===== config.mk =====
export PLATFORM = sky130hd
export DESIGN_NAME = reset_seq
export DESIGN_NICKNAME = d
export VERILOG_FILES = /design/src/rtl/reset_seq.sv
export SDC_FILE = /design/constraint.sdc
export NUM_CORES = 1
export LEC_CHECK = 0
export BUFFER_PORTS_ARGS = -buffer_cell sky130_fd_sc_hd__buf_2
export CORE_MARGIN = 5
export CORE_UTILIZATION = 45
export CTS_CLUSTER_SIZE = 40
export DETAILED_ROUTE_END_ITERATION = 8
export PLACE_DENSITY = 0.69
export SETUP_SLACK_MARGIN = 0.4
export SLEW_MARGIN = 25
export SYNTH_ARGS = -nofsm -noshare
export SYNTH_HDL_FRONTEND = slang
export SYNTH_SLANG_ARGS = --single-unit

===== constraint.sdc =====
create_clock -name clock -period 2.4 [get_ports clock]
set_input_delay 0.12 -clock clock [delete_from_list [all_inputs] [get_ports clock]]
set_output_delay 0.12 -clock clock [all_outputs]
set_load 0.05 [all_outputs]

===== src/rtl/reset_seq.sv =====
`default_nettype none
// ============================================================================
// Module      : reset_seq
// Description : Multi-domain reset sequencer. Holds every downstream domain
//               in reset for HOLD cycles, then releases domains one at a time
//               (bit 0 first) with GAP cycles between releases. Re-sequences
//               on master reset, software request or watchdog timeout and
//               reports the last cause.
// Revision    : 1.0 - initial release
// ============================================================================
module reset_seq #(
    parameter int N     = 3,
    parameter int HOLD  = 8,
    parameter int GAP   = 4,
    parameter int WDT_W = 16
) (
    input  logic         clock,
    input  logic         reset_ni,
    input  logic         sw_req_i,
    input  logic         wdt_en_i,
    input  logic         wdt_kick_i,
    output logic [N-1:0] domain_reset_o,
    output logic         ready_o,
    output logic [1:0]   cause_o
);

    // Counter wide enough for whichever of HOLD/GAP is longer.
    localparam int C_CNT_MAX = (HOLD > GAP) ? HOLD : GAP;
    localparam int C_CNT_W   = $clog2(C_CNT_MAX + 1);

    localparam logic [C_CNT_W-1:0] C_HOLD_LAST = C_CNT_W'(HOLD - 1);
    localparam logic [C_CNT_W-1:0] C_GAP_LAST  = C_CNT_W'(GAP - 1);

    localparam logic [N-1:0] C_ALL_ONES  = {N{1'b1}};
    // Domain vector after the first release; zero when there is only one domain.
    localparam logic [N-1:0] C_FIRST_REL = C_ALL_ONES << 1;

    localparam logic [1:0] C_CAUSE_MASTER = 2'b00;
    localparam logic [1:0] C_CAUSE_SW     = 2'b01;
    localparam logic [1:0] C_CAUSE_WDT    = 2'b10;

    typedef enum logic [1:0] {
        S_HOLD    = 2'd0,
        S_RELEASE = 2'd1,
        S_RUN     = 2'd2
    } state_t;

    // Declaration initialisers match the reset values so that the sequence
    // runs straight out of configuration without a reset_ni pulse.
    state_t              r_state        = S_HOLD;
    logic [C_CNT_W-1:0]  r_cnt          = '0;
    logic [N-1:0]        r_domain_reset = C_ALL_ONES;
    logic                r_ready        = 1'b0;
    logic [1:0]          r_cause        = C_CAUSE_MASTER;
    logic [WDT_W-1:0]    r_wdt          = '0;

    logic [N-1:0]        w_next_rel;
    logic                w_wdt_timeout;

    // Domains are released in ascending order, so the lowest asserted bit is
    // always the next one to drop.
    assign w_next_rel    = r_domain_reset & (r_domain_reset - N'(1));

    assign w_wdt_timeout = (r_state == S_RUN) && wdt_en_i && !wdt_kick_i && (&r_wdt);

    // Sequencer state machine with registered outputs.
    always_ff @(posedge clock) begin
        if (!reset_ni) begin
            r_state        <= S_HOLD;
            r_cnt          <= '0;
            r_domain_reset <= C_ALL_ONES;
            r_ready        <= 1'b0;
            r_cause        <= C_CAUSE_MASTER;
        end else begin
            case (r_state)
                S_HOLD: begin
                    r_domain_reset <= C_ALL_ONES;
                    r_ready        <= 1'b0;
                    if (r_cnt == C_HOLD_LAST) begin
                        r_cnt          <= '0;
                        r_domain_reset <= C_FIRST_REL;
                        if (C_FIRST_REL == '0) begin
                            r_state <= S_RUN;
                            r_ready <= 1'b1;
                        end else begin
                            r_state <= S_RELEASE;
                        end
                    end else begin
                        r_cnt <= r_cnt + 1'b1;
                    end
                end

                S_RELEASE: begin
                    r_ready <= 1'b0;
                    if (r_cnt == C_GAP_LAST) begin
                        r_cnt          <= '0;
                        r_domain_reset <= w_next_rel;
                        if (w_next_rel == '0) begin
                            r_state <= S_RUN;
                            r_ready <= 1'b1;
                        end
                    end else begin
                        r_cnt <= r_cnt + 1'b1;
                    end
                end

                S_RUN: begin
                    r_cnt          <= '0;
                    r_domain_reset <= '0;
                    r_ready        <= 1'b1;
                    // Software request takes priority over a simultaneous timeout.
                    if (sw_req_i || w_wdt_timeout) begin
                        r_state        <= S_HOLD;
                        r_domain_reset <= C_ALL_ONES;
                        r_ready        <= 1'b0;
                        r_cause        <= sw_req_i ? C_CAUSE_SW : C_CAUSE_WDT;
                    end
                end

                default: begin
                    r_state        <= S_HOLD;
                    r_cnt          <= '0;
                    r_domain_reset <= C_ALL_ONES;
                    r_ready        <= 1'b0;
                end
            endcase
        end
    end

    // Watchdog counter: only advances while running, enabled and unkicked;
    // wraps to zero naturally on the timeout edge.
    always_ff @(posedge clock) begin
        if (!reset_ni) begin
            r_wdt <= '0;
        end else if ((r_state != S_RUN) || !wdt_en_i || wdt_kick_i) begin
            r_wdt <= '0;
        end else begin
            r_wdt <= r_wdt + 1'b1;
        end
    end

    assign domain_reset_o = r_domain_reset;
    assign ready_o        = r_ready;
    assign cause_o        = r_cause;

endmodule
`default_nettype wire


==> reports/results.ini <==
[worst_setup_path]
required_ns = 2.66
start_kind = flip-flop
r2r_cells = 7
end_kind = flip-flop
cpMaxStageDelayCell = dfxtp_1
worstSetupPathType = flip-flop to flip-flop
r2r_setup_slack_ns = 0.54
worstPathMaxFanout = 5
slowest_delay_ns = 0.38
critical_path_arrival_ns = 2.12
worstPathCellList = inv_1 -> ha_2 -> inv_1 -> nor3b_4 -> a31oi_4 -> a221oi_4 -> mux2i_1
cpMostUsedCell = inv_1

[detailed_routing]
num_vias = 990
drt_iter0_drc = 24
drtAntennaViolNets = 0
wl_per_cell_um = 12.6
drc = 0
wl_um = 2330
via_per_inst = 5.38
drtPass1Iterations = 4

[cells_and_area]
fillers = 251
area_growth_pct = 10.1
multi_input_area_um2 = 749
diodes = 0
nets = 165
drive_gt1_share_pct = 15.7
regArea_um2 = 562

[sta]
relSlewSlack_pct = 67.2
min_period_over_period_pct = 77.4
fmaxAchievable_mhz = 538
report.final.slew_viol_count = 0
min_period_ns = 1.86
setup_tns_ns = 0
fin_skew_ns = 0.00559
finalSetupViolCount = 0
rsz0062_at_grt = false
tightest_slew_ns = 0.491
hold_violations = 0

[synth]
seq_area_frac_synth_pct = 42.4
syn_nets = 153
syn_area_um2 = 1320
yosys_register_bits = 28
synth_area_leaders = dfxtp_1 42%, nor2_1 6.8%, ha_1 5.7%, xnor2_1 5.3%, xor2_1 5.3%
synth_edf_count = 0
async_reset_ff_share_pct = 0
synth_top_area_share_pct = 42.4
ys_warn_count = 0
yosys_most_used_dff = dfxtp_1
yosys.area.top_type = dfxtp_1
ys_types = 30
syn_inst = 142
avgSynthCellArea_um2 = 9.30

[die]
die_area_um2 = 4120
chipWidth_um = 64.2
rows = 19
start_util_pct = 47.5
core_um2 = 2780
ios = 11
die_h_um = 64.2

[clock_tree]
insertion_delay_ns = 0.32
clk_path_buf_depth = 2
cts_inserted_buffers = 3
cts_root_buf = clkbuf_4
cts.sinks = 28
path_clk_slew_ns = 0.15
postCtsHoldBufs = 0
cts_setup_buffers = 0
cts_tree = yes
cts_max_level = 1

[global_route]
grt-ovfl-total = 0
first_global_vias = 942
track_usage_pct = 12.3
grt_pass1_wl_um = 4170
antenna_found_initial = 0
grt_max_degree = 16

[hold_path]
hold_path_depth = 3
hold_path.class = primary input to flip-flop

[job]
max_cap_violations = 0

[pwr]
ir_drop_v = 0.000349
p_leak_nw = 0.547
p_total_mw = 0.853
power.density_nw_per_um2 = 586

[placement]
gp_congestion = 0.771
dp_hpwl_um = 1720
io_buffers = 10

[outcome]
status = completed

-- routing by layer --
metal	up-vias	track usage (%)	part of all wire, %	routed length (um)
met4	0	5.85	1.8	43
met1	462	17.3	50	1170
met2	11	17.8	45	1040
met5	-	0	0	0
met3	4	2.63	3.1	71
li1	513	-	-	-
-- final timing paths --
check,startpoint,end
worst min-delay path,sw_req_i,cause_o[0]
worst max-delay path,r_state[0],r_state[1]
worst min register to register,r_wdt[0],r_wdt[0]
worst max register to register,r_state[0],r_state[1]
-- power by group --
part           internal (mW)  switching (mW)
Sequential             0.488          0.0212
Combinational         0.0503          0.0700
Clock                 0.0927           0.131
Total                  0.631           0.222
-- worst max-delay path, delay by kind of cell, from the launching register on --
| family | cells | cell delay [ns] |
|---|---|---|
| AO/OA/AOI/OAI | 2 | 0.50 |
| adder cells (fa/ha/maj) | 1 | 0.23 |
| buffers and inverters | 2 | 0.22 |
| flip-flops | 1 | 0.38 |
| multiplexers | 1 | 0.21 |
| AND/OR/NAND/NOR | 1 | 0.27 |
-- registers in the layout, indices dropped and copies added (netlist names) --
| register | flops |
|---|---|
| cause_o | 2 |
| domain_reset_o | 3 |
| r_cnt | 4 |
| r_state | 2 |
| r_wdt | 16 |
| ready_o | 1 |
-- metrics by stage --
| stage | instance area, um^2 | setup slack (ns) | utilization [%] | hold WS (ns) | instances |
|---|---|---|---|---|---|
| floorplan | 1320 | 0.644 | - | 0.285 | 142 |
| global placement | 1400 | 0.575 | 50.3 | 0.431 | 180 |
| detailed placement | 1400 | 0.450 | 50.3 | 0.440 | 180 |
| CTS | 1440 | 0.439 | 51.6 | 0.0840 | 184 |
| global route | 1460 | 0.382 | 52.3 | 0.0922 | 184 |
| finish | 1460 | 0.541 | 52.3 | 0.0948 | 184 |
-- cell usage in the layout (no fill, tap or decap), types with 2 or more instances in the layout --
cell and count:
a21boi_0 3, a21oi_1 4, and3_1 2, and4_1 2, buf_2 10, clkbuf_4 3
dfxtp_1 27, ha_1 4, ha_2 2, inv_1 5, mux2i_1 2, nand2_1 13
nand3_1 6, nand4_1 3, nor2_1 24, nor2b_1 2, nor3_1 2, o211a_1 2
o211ai_1 2, o21ai_0 4, o32a_1 2, xnor2_1 8, xor2_1 8
-- cell type report --
class | instances | share of cell area [%]
multi-input cells | 106 | 51.5
flip-flops and latches | 28 | 38.6
repair buffers | 10 | 3.44
well taps | 31 | 2.67
clock buffers | 4 | 2.49
inverters | 5 | 1.29
-- cell usage after synthesis, types with 3 or more instances --
cell type and count:
a21oi_1 4, nor2b_1 3, xnor2_1 8, xor2_1 8, dfxtp_1 28, clkbuf_1 3, nor2_1 24, nand4_1 3
nand3_1 7, ha_1 6, a21boi_0 3, inv_1 5, nand2_1 13, o21ai_0 4
-- what timing repair did --
| item | 4_1_cts | 5_1_grt |
|---|---|---|
| endpoints found under the setup margin | 0 | 4 |
| resized for setup | 0 | 6 |
| endpoints found under the hold margin | 0 | 0 |
-- cells by family (layout without fill, tap and decap cells) --
| logic type | after synthesis | count (layout) | share of synthesized area, % |
|---|---|---|---|
| simple gates | 60 | 60 | 23.3 |
| buf+inv | 8 | 19 | 2.27 |
| fa+ha+maj | 6 | 6 | 5.68 |
| flops | 28 | 28 | 42.4 |
| mux | 2 | 2 | 1.52 |
| compound gates | 22 | 22 | 14.2 |
| xor+xnor | 16 | 16 | 10.6 |
(Power assumes the default switching activity.)
